--- config.mk ---
export PLATFORM = sky130hd
export DESIGN_NAME = fetch_unit
export DESIGN_NICKNAME = d
export VERILOG_FILES = /design/src/rtl/fetch_unit_pkg.sv /design/src/rtl/fetch_unit.sv
export SDC_FILE = /design/constraint.sdc
export NUM_CORES = 1
export LEC_CHECK = 0
export ABC_AREA = 1
export CAP_MARGIN = 20
export CORE_ASPECT_RATIO = 0.75
export CORE_MARGIN = 2
export CORE_UTILIZATION = 50
export CTS_CLUSTER_DIAMETER = 120
export DETAILED_ROUTE_END_ITERATION = 12
export PLACE_DENSITY = 0.81
export SLEW_MARGIN = 10
export SYNTH_ARGS = -nofsm -noshare
export SYNTH_HDL_FRONTEND = slang
export SYNTH_SLANG_ARGS = --single-unit
--- constraint.sdc ---
create_clock -name clk -period 3.9 [get_ports clk]
set_input_delay 0.39 -clock clk [delete_from_list [all_inputs] [get_ports clk]]
set_output_delay 0.39 -clock clk [all_outputs]
set_load 0.02 [all_outputs]
--- src/rtl/fetch_unit_pkg.sv ---
// Shared CPU constants for the fetch stage: reset PC, nop encoding and
// the fetch sequencer state encoding.
package fetch_unit_pkg;

    localparam logic [31:0] PC_RESET_DEFAULT = 32'h0000_3000;
    localparam logic [31:0] NOP              = 32'h0000_0000;

    typedef logic [1:0] fetch_state_t;

    localparam fetch_state_t S_REQ  = 2'd0;
    localparam fetch_state_t S_WAIT = 2'd1;
    localparam fetch_state_t S_HOLD = 2'd2;

endpackage

--- src/rtl/fetch_unit.sv ---
// Instruction fetch stage: one outstanding imem request, single-word hold
// buffer for D-stage stalls, and delay-slot-aware redirect handling.
module fetch_unit
    import fetch_unit_pkg::*;
#(
    parameter logic [31:0] PC_RESET = PC_RESET_DEFAULT
) (
    input  logic        clk,
    input  logic        reset,
    input  logic        stall,
    input  logic        redirect,
    input  logic [31:0] redirect_pc,
    output logic        imem_req,
    output logic [31:0] imem_addr,
    input  logic        imem_rvalid,
    input  logic [31:0] imem_rdata,
    output logic [31:0] out_pc,
    output logic [31:0] out_instr
);

    logic [31:0]  pc_F;
    logic [31:0]  ibuf;
    logic         redir_pend;
    logic [31:0]  redir_pc;
    fetch_state_t state;
    fetch_state_t state_nxt;

    logic [31:0]  npc;
    logic         advance;
    logic         load_ibuf;

    // A redirect seen this cycle wins over one parked earlier; the parked one
    // only exists because the delay slot had not been consumed yet.
    always_comb begin
        npc = redirect   ? redirect_pc :
              redir_pend ? redir_pc    :
                           pc_F + 32'd4;
    end

    always_comb begin
        state_nxt = state;
        advance   = 1'b0;
        load_ibuf = 1'b0;
        imem_req  = 1'b0;
        imem_addr = pc_F;
        out_pc    = pc_F;
        out_instr = NOP;

        case (state)
            S_REQ: begin
                imem_req  = 1'b1;
                imem_addr = pc_F;
                state_nxt = S_WAIT;
            end
            S_WAIT: begin
                if (imem_rvalid) begin
                    out_instr = imem_rdata;
                    if (!stall) begin
                        advance   = 1'b1;
                        imem_req  = 1'b1;
                        imem_addr = npc;
                    end else begin
                        load_ibuf = 1'b1;
                        state_nxt = S_HOLD;
                    end
                end
            end
            S_HOLD: begin
                out_instr = ibuf;
                if (!stall) begin
                    advance   = 1'b1;
                    imem_req  = 1'b1;
                    imem_addr = npc;
                    state_nxt = S_WAIT;
                end
            end
            default: begin
                state_nxt = S_REQ;
            end
        endcase

        // Outputs are quiet for the whole reset pulse, not just after the edge.
        if (reset) begin
            imem_req  = 1'b0;
            out_instr = NOP;
            out_pc    = PC_RESET;
        end
    end

    always_ff @(posedge clk or posedge reset) begin
        if (reset) begin
            state      <= S_REQ;
            pc_F       <= PC_RESET;
            ibuf       <= NOP;
            redir_pend <= 1'b0;
            redir_pc   <= '0;
        end else begin
            state <= state_nxt;
            if (advance) begin
                pc_F <= npc;
            end
            if (load_ibuf) begin
                ibuf <= imem_rdata;
            end
            if (advance) begin
                redir_pend <= 1'b0;
            end else if (redirect) begin
                redir_pend <= 1'b1;
                redir_pc   <= redirect_pc;
            end
        end
    end

endmodule

[Yosys cells after proc, flatten, opt, wreduce, memory -nomap -nowiden]
Cells that the tools add are included.
Word-level totals
  word-level logic and storage cells: 39
  register bits after elaboration: 99
Operators by class
  equal/unequal tests: 5
  muxes and demuxes: 23
  bitwise operators: 1
  add/subtract/negate cells: 1
  reduce and logical (&&, ||, !) cells: 4
Operators by type and width (count)
  two-way mux 32 bit: 7
  case mux 32 bit (2 select lines): 2
  adder 32 x 3 -> 32 bit (second input constant): 1
  two-way mux 1 bit: 8
  two-way mux 2 bit: 3
  != test 2 bit (second input constant): 3
  case mux 2 bit (3 select lines): 1
  case mux 1 bit (3 select lines): 1
  AND reduction 3 bit: 1
  equality test 2 x 1 -> 1 bit (second input constant): 1
  equality test 2 bit (second input constant): 1
  logical NOT 2 bit: 1
  case mux 1 bit (2 select lines): 1
  AND reduction 2 bit: 1
  nonzero test 2 bit: 1
  NOT 1 bit: 1

[Depth between registers and ports, before layout]
Gate-level depths: netlist of run 1.
  word-level depth: 6
  gate-level depth with buffers: 13
  gate-level depth less buffers: 13

[Least setup slack after synthesis of run 1]
No wires, ideal clock.
  path type: input-to-output
  start: input reset
  end: output out_instr[10]
  path slack: -0.016 ns
  path buffers: 1
  data required time: 3.510 ns
  arrival time: 3.526 ns
  stages: 4
  cell sequence: inv_1 nand2_1 buf_1 a21oi_1
Between the ends
  cells in the longest elaborated chain, start to end: 1
RTL lines
  start: declaration: line fetch_unit.sv:9  | input logic reset,
  two-way mux 32 bit: line fetch_unit.sv:83  | if (reset) begin
  end: declaration: line fetch_unit.sv:18  | output logic [31:0] out_instr
No other way between the ends.

[Worst setup path in the final report of run 1]
  start: register state[1]
  end: output imem_addr[8]
Between the ends
  cells in the longest elaborated chain, start to end: 2
  elaborated cells between the ends (all ways): 3
RTL lines
  start: declaration: line fetch_unit.sv:25  | fetch_state_t state;
  start signal: assignment: line fetch_unit.sv:98  | state <= state_nxt;
  equality test 2 bit or equality test 2 x 1 -> 1 bit (tied branches): line fetch_unit.sv:49  | case (state)
  case mux 32 bit (2 select lines) (*): line fetch_unit.sv:49
  end: declaration: line fetch_unit.sv:14  | output logic [31:0] imem_addr,
Mark *: on every way between the ends. The rest lies on a longest branch, timed or not.

==> results.sh, run 1 <==
export IMPL_maxCapViolCount=0
export IMPL_setup_viol=0
export IMPL_grt_pass1_vias=6496
export IMPL_synth_nets=1095
export IMPL_die_y_um=103.8
export IMPL_grt_max_degree=64
export IMPL_synth_flop_cell="dfrtp_1"
export IMPL_drcViolationCount=0
export IMPL_drt_pass1_iter_count=7
export IMPL_cts_max_path_buffers=2
export IMPL_tightest_slew_ns=0.8563
export IMPL_slew_headroom_pct=42.91
export IMPL_synth_top_area_share_pct=36.56
export IMPL_die_area_sq_um=14220
export IMPL_fin_setup_tns_ns=0
export IMPL_finalHoldViolCount=0
export IMPL_synth_most_common_cell="nand2_1"
export IMPL_cts_buffers=9
export IMPL_drive_gt1_share_pct=5.431
export IMPL_rsz0062_at_grt="false"
export IMPL_grt_pass1_wl_um=33960
export IMPL_synth_seq_cells=99
export IMPL_async_reset_ff_share_pct=100.0
export IMPL_numClockSinks=99
export IMPL_fin_skew_ns=0.009182
export IMPL_clk_pin_slew_ns=0.07
export IMPL_wl_um=21320
export IMPL_hp_class="flip-flop to flip-flop"
export IMPL_slew_viol_final=0
export IMPL_cts_hold_buf=0
export IMPL_n_antenna_cell=0
export IMPL_power_leakage_nw=3.915
export IMPL_area_delta_synth_final_pct=29.93
export IMPL_path_max_fanout=15
export IMPL_synth_cells=1021
export IMPL_final_antenna_net_count=0
export IMPL_totalPowerFinal_mw=6.700
export IMPL_synth_yosys_seq_area_share_pct=37.35
export IMPL_status="finished clean"
export IMPL_yosysTopAreaCell="dfrtp_1"
export IMPL_core_area_sq_um=12970
export IMPL_fin_hold_ws_ns=0.4782
export IMPL_die_w_um=137.1
export IMPL_place_hpwl_um=14720
export IMPL_grt_overflow=0
export IMPL_hold_depth=2
export IMPL_rr_worst_depth=7
export IMPL_ys_top_cells_by_area="dfrtp_1, nand2_1, o21ai_0, a21oi_1, nor2_1"
export IMPL_numPortBuffers=165
export IMPL_peakVddDrop_v=0.0004718
export IMPL_crit_type="flip-flop to primary output"
export IMPL_cts_tree="done"
export IMPL_yosys_warnings=0
export IMPL_arrival_ns=3.14
export IMPL_antenna_found_initial=0
export IMPL_crit_required_ns=3.51
export IMPL_ys_types=32
export IMPL_gp_congestion=0.9669
export IMPL_htreeDepth=3
export IMPL_io_pins=166
export IMPL_synth_area_sq_um=6639
export IMPL_avgRoutedWirePerCell_um=16.02
export IMPL_synthTopCellsByCount="nand2_1, dfrtp_1, nor2_1"
export IMPL_start_kind="flip-flop"
export IMPL_grt_total_usage_pct=30.09
export IMPL_root_buffer="clkbuf_16"
export IMPL_timing_fmax_ghz=0.2833
export IMPL_post_route_period_util_pct=90.49
export IMPL_avgSynthCellArea_sq_um=6.502
export IMPL_period_needed_ns=3.529
export IMPL_worstSkewPairLatency_ns=0.36
export IMPL_detail_route_vias_per_cell=5.458
export IMPL_endpoint_kind="primary output"
export IMPL_num_rows=36
export IMPL_synth_edf_count=0
export IMPL_drt_iter0_drc=901
export IMPL_final_nets=1229
export IMPL_power_density_nw_per_um2=776.8
export IMPL_via_count=7265
export IMPL_initial_core_util_pct=51.18
==> layout make-up <==
cell class | instances | area [sq um]
clock buffers | 10 | 229.0
multi-input cells | 794 | 3610
inverters | 72 | 277.8
fillers | 1158 | 4347
repair buffers | 179 | 1759
clock inverters | 6 | 56.30
flip-flops and latches | 99 | 2480
well taps | 171 | 214.0
==> worst paths after layout <==
kind                         startpoint            to  slack (ns)
min                        redir_pc[12]  redir_pc[12]        0.48
max                            state[1]  imem_addr[8]        0.37
max reg2reg                    state[0]   redir_pc[3]        1.07
max in group asynchronous         reset   redir_pc[5]        2.08
min reg2reg                redir_pc[12]  redir_pc[12]        0.48
min in group asynchronous         reset      ibuf[26]        0.58
==> per-layer routing <==
metal | track usage [%] | wire length [um] | vias up
li1 | - | - | 3493
met1 | 46.12 | 9470 | 3332
met2 | 41.79 | 9037 | 401
met3 | 7.440 | 2343 | 39
met4 | 8.321 | 467 | 0
met5 | 0 | 0 | -
==> layout by cell type, fill, tap and decap left out <==
cell type        count
clkinv_4             1
o22ai_1              2
o21ai_2              1
o31ai_1             13
buf_8                1
o21ai_1             12
xor2_1              12
dfrtp_1             97
and2_1               2
inv_1               67
xnor2_1              1
clkbuf_16            9
dfstp_2              2
clkinvlp_4           2
nand2_2              4
clkinv_2             1
buf_2                1
nand2_4              4
inv_6                2
o211ai_1            10
ha_1                 5
o21ai_0             83
buf_4               13
nor3_1               1
inv_4                1
inv_8                2
clkdlybuf4s50_1    164
a21oi_1             63
nand3_1             46
nor2_2               4
mux2_4               4
clkbuf_1             1
inv_2                2
mux2_2               1
nor2_1              83
nand2_1            435
nor2_4               8
==> cell families (layout without fill, tap and decap cells) <==
family                     Yosys count  count (layout)  share of synthesized area, %
and+or+nand+nor                    587             587                         35.70
AOI/OAI and AO/OA                  184             184                         14.83
buffers and inverters              128             267                         8.387
DFF                                 99              99                         37.35
xor gates and xnor gates            13              13                         1.715
adders and majority gates            5               5                        0.9423
muxes                                5               5                         1.074
==> worst max-delay path, stage by stage (launching register included) <==
cell and delay (ns):
dfrtp_1 0.41, inv_1 0.08, ha_1 0.26, nand2_1 0.18
nand2_4 0.09, nor2_4 0.37, inv_1 0.27, nand2_1 0.33
a21oi_1 0.06, o21ai_0 0.08, nand2_1 0.06, clkdlybuf4s50_1 0.57
==> where the power goes <==
| part | switching (mW) | internal [mW] |
|---|---|---|
| Combinational | 2.48 | 1.51 |
| Sequential | 0.376 | 1.45 |
| Clock | 0.443 | 0.449 |
| Total | 3.30 | 3.40 |
==> what timing repair did <==
item,in CTS,in global routing
gates resized for setup,1,1
hold endpoints to repair,0,0
setup endpoints to repair,8,7
setup buffers,0,0
==> state kept, by name (all words and copies together) (netlist names) <==
signal      cells
ibuf           32
pc_F           32
redir_pc       32
state           2
redir_pend      1
==> through the flow <==
step	worst slack (ns)	instances	utilization [%]	area [sq um]
3_5_place_dp	-0.03354	1314	64.12	8318
4_1_cts	0.1727	1330	66.34	8606
5_1_grt	0.1997	1331	66.49	8626
6_report	0.3708	1331	66.49	8626
3_3_place_gp	0.1037	1314	64.12	8318
2_1_floorplan	0.8527	1021	-	6643
(Power assumes the default switching activity.)
==> run 2: changes to the inputs <==
- CAP_MARGIN: 20 -> unset
- CELL_PAD_IN_SITES_DETAIL_PLACEMENT: unset -> 1
- CELL_PAD_IN_SITES_GLOBAL_PLACEMENT: unset -> 2
- CORE_UTILIZATION: 50 -> 26
- PLACE_DENSITY: 0.81 -> unset
- PLACE_DENSITY_LB_ADDON: unset -> 0.1
==> results.sh, run 2 (synthesis results as in run 1) <==
export IMPL_endpoint_kind="primary output"
export IMPL_die_y_um=142.4
export IMPL_drcViolationCount=0
export IMPL_slew_headroom_pct=55.58
export IMPL_slew_viol_final=0
export IMPL_avgRoutedWirePerCell_um=17.74
export IMPL_topRoutingLayerUsed="met4"
export IMPL_cts_resized=0
export IMPL_final_nets=1232
export IMPL_fin_skew_ns=0.009100
export IMPL_htreeDepth=3
export IMPL_cts_setup_buffers=0
export IMPL_root_buffer="clkbuf_16"
export IMPL_route_met2_wl_um=10900
export IMPL_path_cells="ha_1 > nand2_2 > nor2_4 > nand2_4 > nor2_4 > nand2_1 > nand2_1 > nand3_1 > nand2_1 > nand2_1 > nand2_1 > nand2_1 > nand2_1 > clkdlybuf4s50_1"
export IMPL_tightest_slew_ns=0.6663
export IMPL_crit_type="flip-flop to primary output"
export IMPL_final_antenna_net_count=0
export IMPL_netSwitchingPower_mw=3.435
export IMPL_cts_hold_buf=0
export IMPL_worst_path_dominant_cell_family="simple AND/OR/NAND/NOR gates"
export IMPL_initial_core_util_pct=26.53
export IMPL_wl_met1_um=14330
export IMPL_antenna_found_initial=1
export IMPL_via_count=6977
export IMPL_power_frac_comb_pct=59.7
export IMPL_grt_pass1_vias=7018
export IMPL_drt_pass1_iter_count=4
export IMPL_grt_pass1_wl_um=41910
export IMPL_n_antenna_cell=0
export IMPL_crit_buf_inv=1
export IMPL_cpMostUsedCell="nand2_1"
export IMPL_grt_max_degree=102
export IMPL_grt_total_usage_pct=20.25
export IMPL_detail_route_vias_per_cell=4.648
export IMPL_path_max_fanout=5
export IMPL_arrival_ns=3.03
export IMPL_rsz0062_at_grt="false"
export IMPL_io_pins=166
export IMPL_worstSkewPairLatency_ns=0.37
export IMPL_period_needed_ns=3.425
export IMPL_finalHoldViolCount=0
export IMPL_p_sw_share_pct=49.82
export IMPL_grt_overflow=0
export IMPL_timing_fmax_ghz=0.2920
export IMPL_power_share_clock_pct=13.7
export IMPL_start_kind="flip-flop"
export IMPL_power_leakage_nw=3.933
export IMPL_utilization_pct=35.44
export IMPL_layout_common_cells="nand2_1, clkdlybuf4s50_1, dfrtp_1"
export IMPL_top_regs="ibuf: 32 flops, pc_F: 32 flops, redir_pc: 32 flops"
export IMPL_peakVddDrop_v=0.0002908
export IMPL_internal_power_mw=3.460
export IMPL_numClockSinks=99
export IMPL_cts_buffers=9
export IMPL_clk_pin_slew_ns=0.08
export IMPL_cp_slowest_cell="clkdlybuf4s50_1"
export IMPL_fin_setup_tns_ns=0
export IMPL_crit_required_ns=3.51
export IMPL_status="finished clean"
export IMPL_place_hpwl_um=19130
export IMPL_crit_path_max_incr_delay_ns=0.60
export IMPL_core_area_sq_um=25020
export IMPL_post_route_period_util_pct=87.82
export IMPL_final_common_cell="nand2_1"
export IMPL_power_density_nw_per_um2=777.4
export IMPL_cts_tree="done"
export IMPL_wl_um=26630
export IMPL_numPortBuffers=165
export IMPL_die_w_um=188.5
export IMPL_num_rows=50
export IMPL_area_delta_synth_final_pct=33.58
export IMPL_hp_class="flip-flop to flip-flop"
export IMPL_maxCapViolCount=0
export IMPL_setup_viol=0
export IMPL_die_area_sq_um=26840
export IMPL_drt_iter0_drc=396
export IMPL_gp_congestion=0.8206
export IMPL_seqPwrFrac_pct=26.6
export IMPL_cts_max_path_buffers=2
export IMPL_wl_met3_um=1194
export IMPL_drive_gt1_share_pct=5.675
-- run 2: cell type report --
class | count | area (sq um)
Clock inverter | 4 | 32.53
Inverter | 72 | 277.8
Sequential cell | 99 | 2480
Multi-Input combinational cell | 794 | 3602
Fill cell | 3159 | 16160
Timing Repair Buffer | 182 | 1787
Tap cell | 338 | 422.9
Clock buffer | 12 | 266.5
-- run 2: routing by layer --
metal	GRT usage, %	vias to the layer above
li1	-	3495
met1	31.45	3338
met2	28.91	132
met3	3.698	12
met4	3.701	0
met5	0	-
-- run 2: worst paths after layout --
kind	startpoint	endpoint	slack (ns)	cells after the start
setup reg to reg	state[0]	redir_pc[10]	1.19	7
max in group asynchronous	reset	pc_F[17]	2.83	3
hold reg to reg	ibuf[27]	ibuf[27]	0.47	2
setup / recovery	pc_F[3]	imem_addr[20]	0.48	14
min in group asynchronous	reset	ibuf[4]	0.59	3
hold / removal	ibuf[27]	ibuf[27]	0.47	2
-- run 2: worst register-to-register path, cell delays in order, from the launching register on --
cell and delay [ns]:
dfrtp_1 0.42, inv_1 0.08, ha_1 0.41, inv_2 0.36
nor2_2 0.14, inv_4 0.31, nand2_4 0.44, mux2_4 0.44
-- run 2: power groups by stage --
stage	clock network (mW)	registers, mW	logic [mW]
after global placement	0	1.84	4.13
after CTS	0.985	1.83	4.17
final	0.947	1.83	4.12
after global routing	1.02	1.90	4.54
after floorplan	0	1.70	2.48
after detailed placement	0	1.85	4.15
-- run 2: through the flow --
step | area, sq um | hold WS [ns] | cells | worst slack, ns | total power, mW
after floorplan | 6643 | 0.4422 | 1021 | 0.8527 | 4.183
after global placement | 8569 | 0.4569 | 1485 | 0.5909 | 5.971
after detailed placement | 8569 | 0.4593 | 1485 | 0.5788 | 5.997
after CTS | 8869 | 0.4759 | 1501 | 0.4462 | 6.982
after global routing | 8869 | 0.5047 | 1501 | 0.2613 | 7.462
final | 8869 | 0.4729 | 1501 | 0.4752 | 6.894
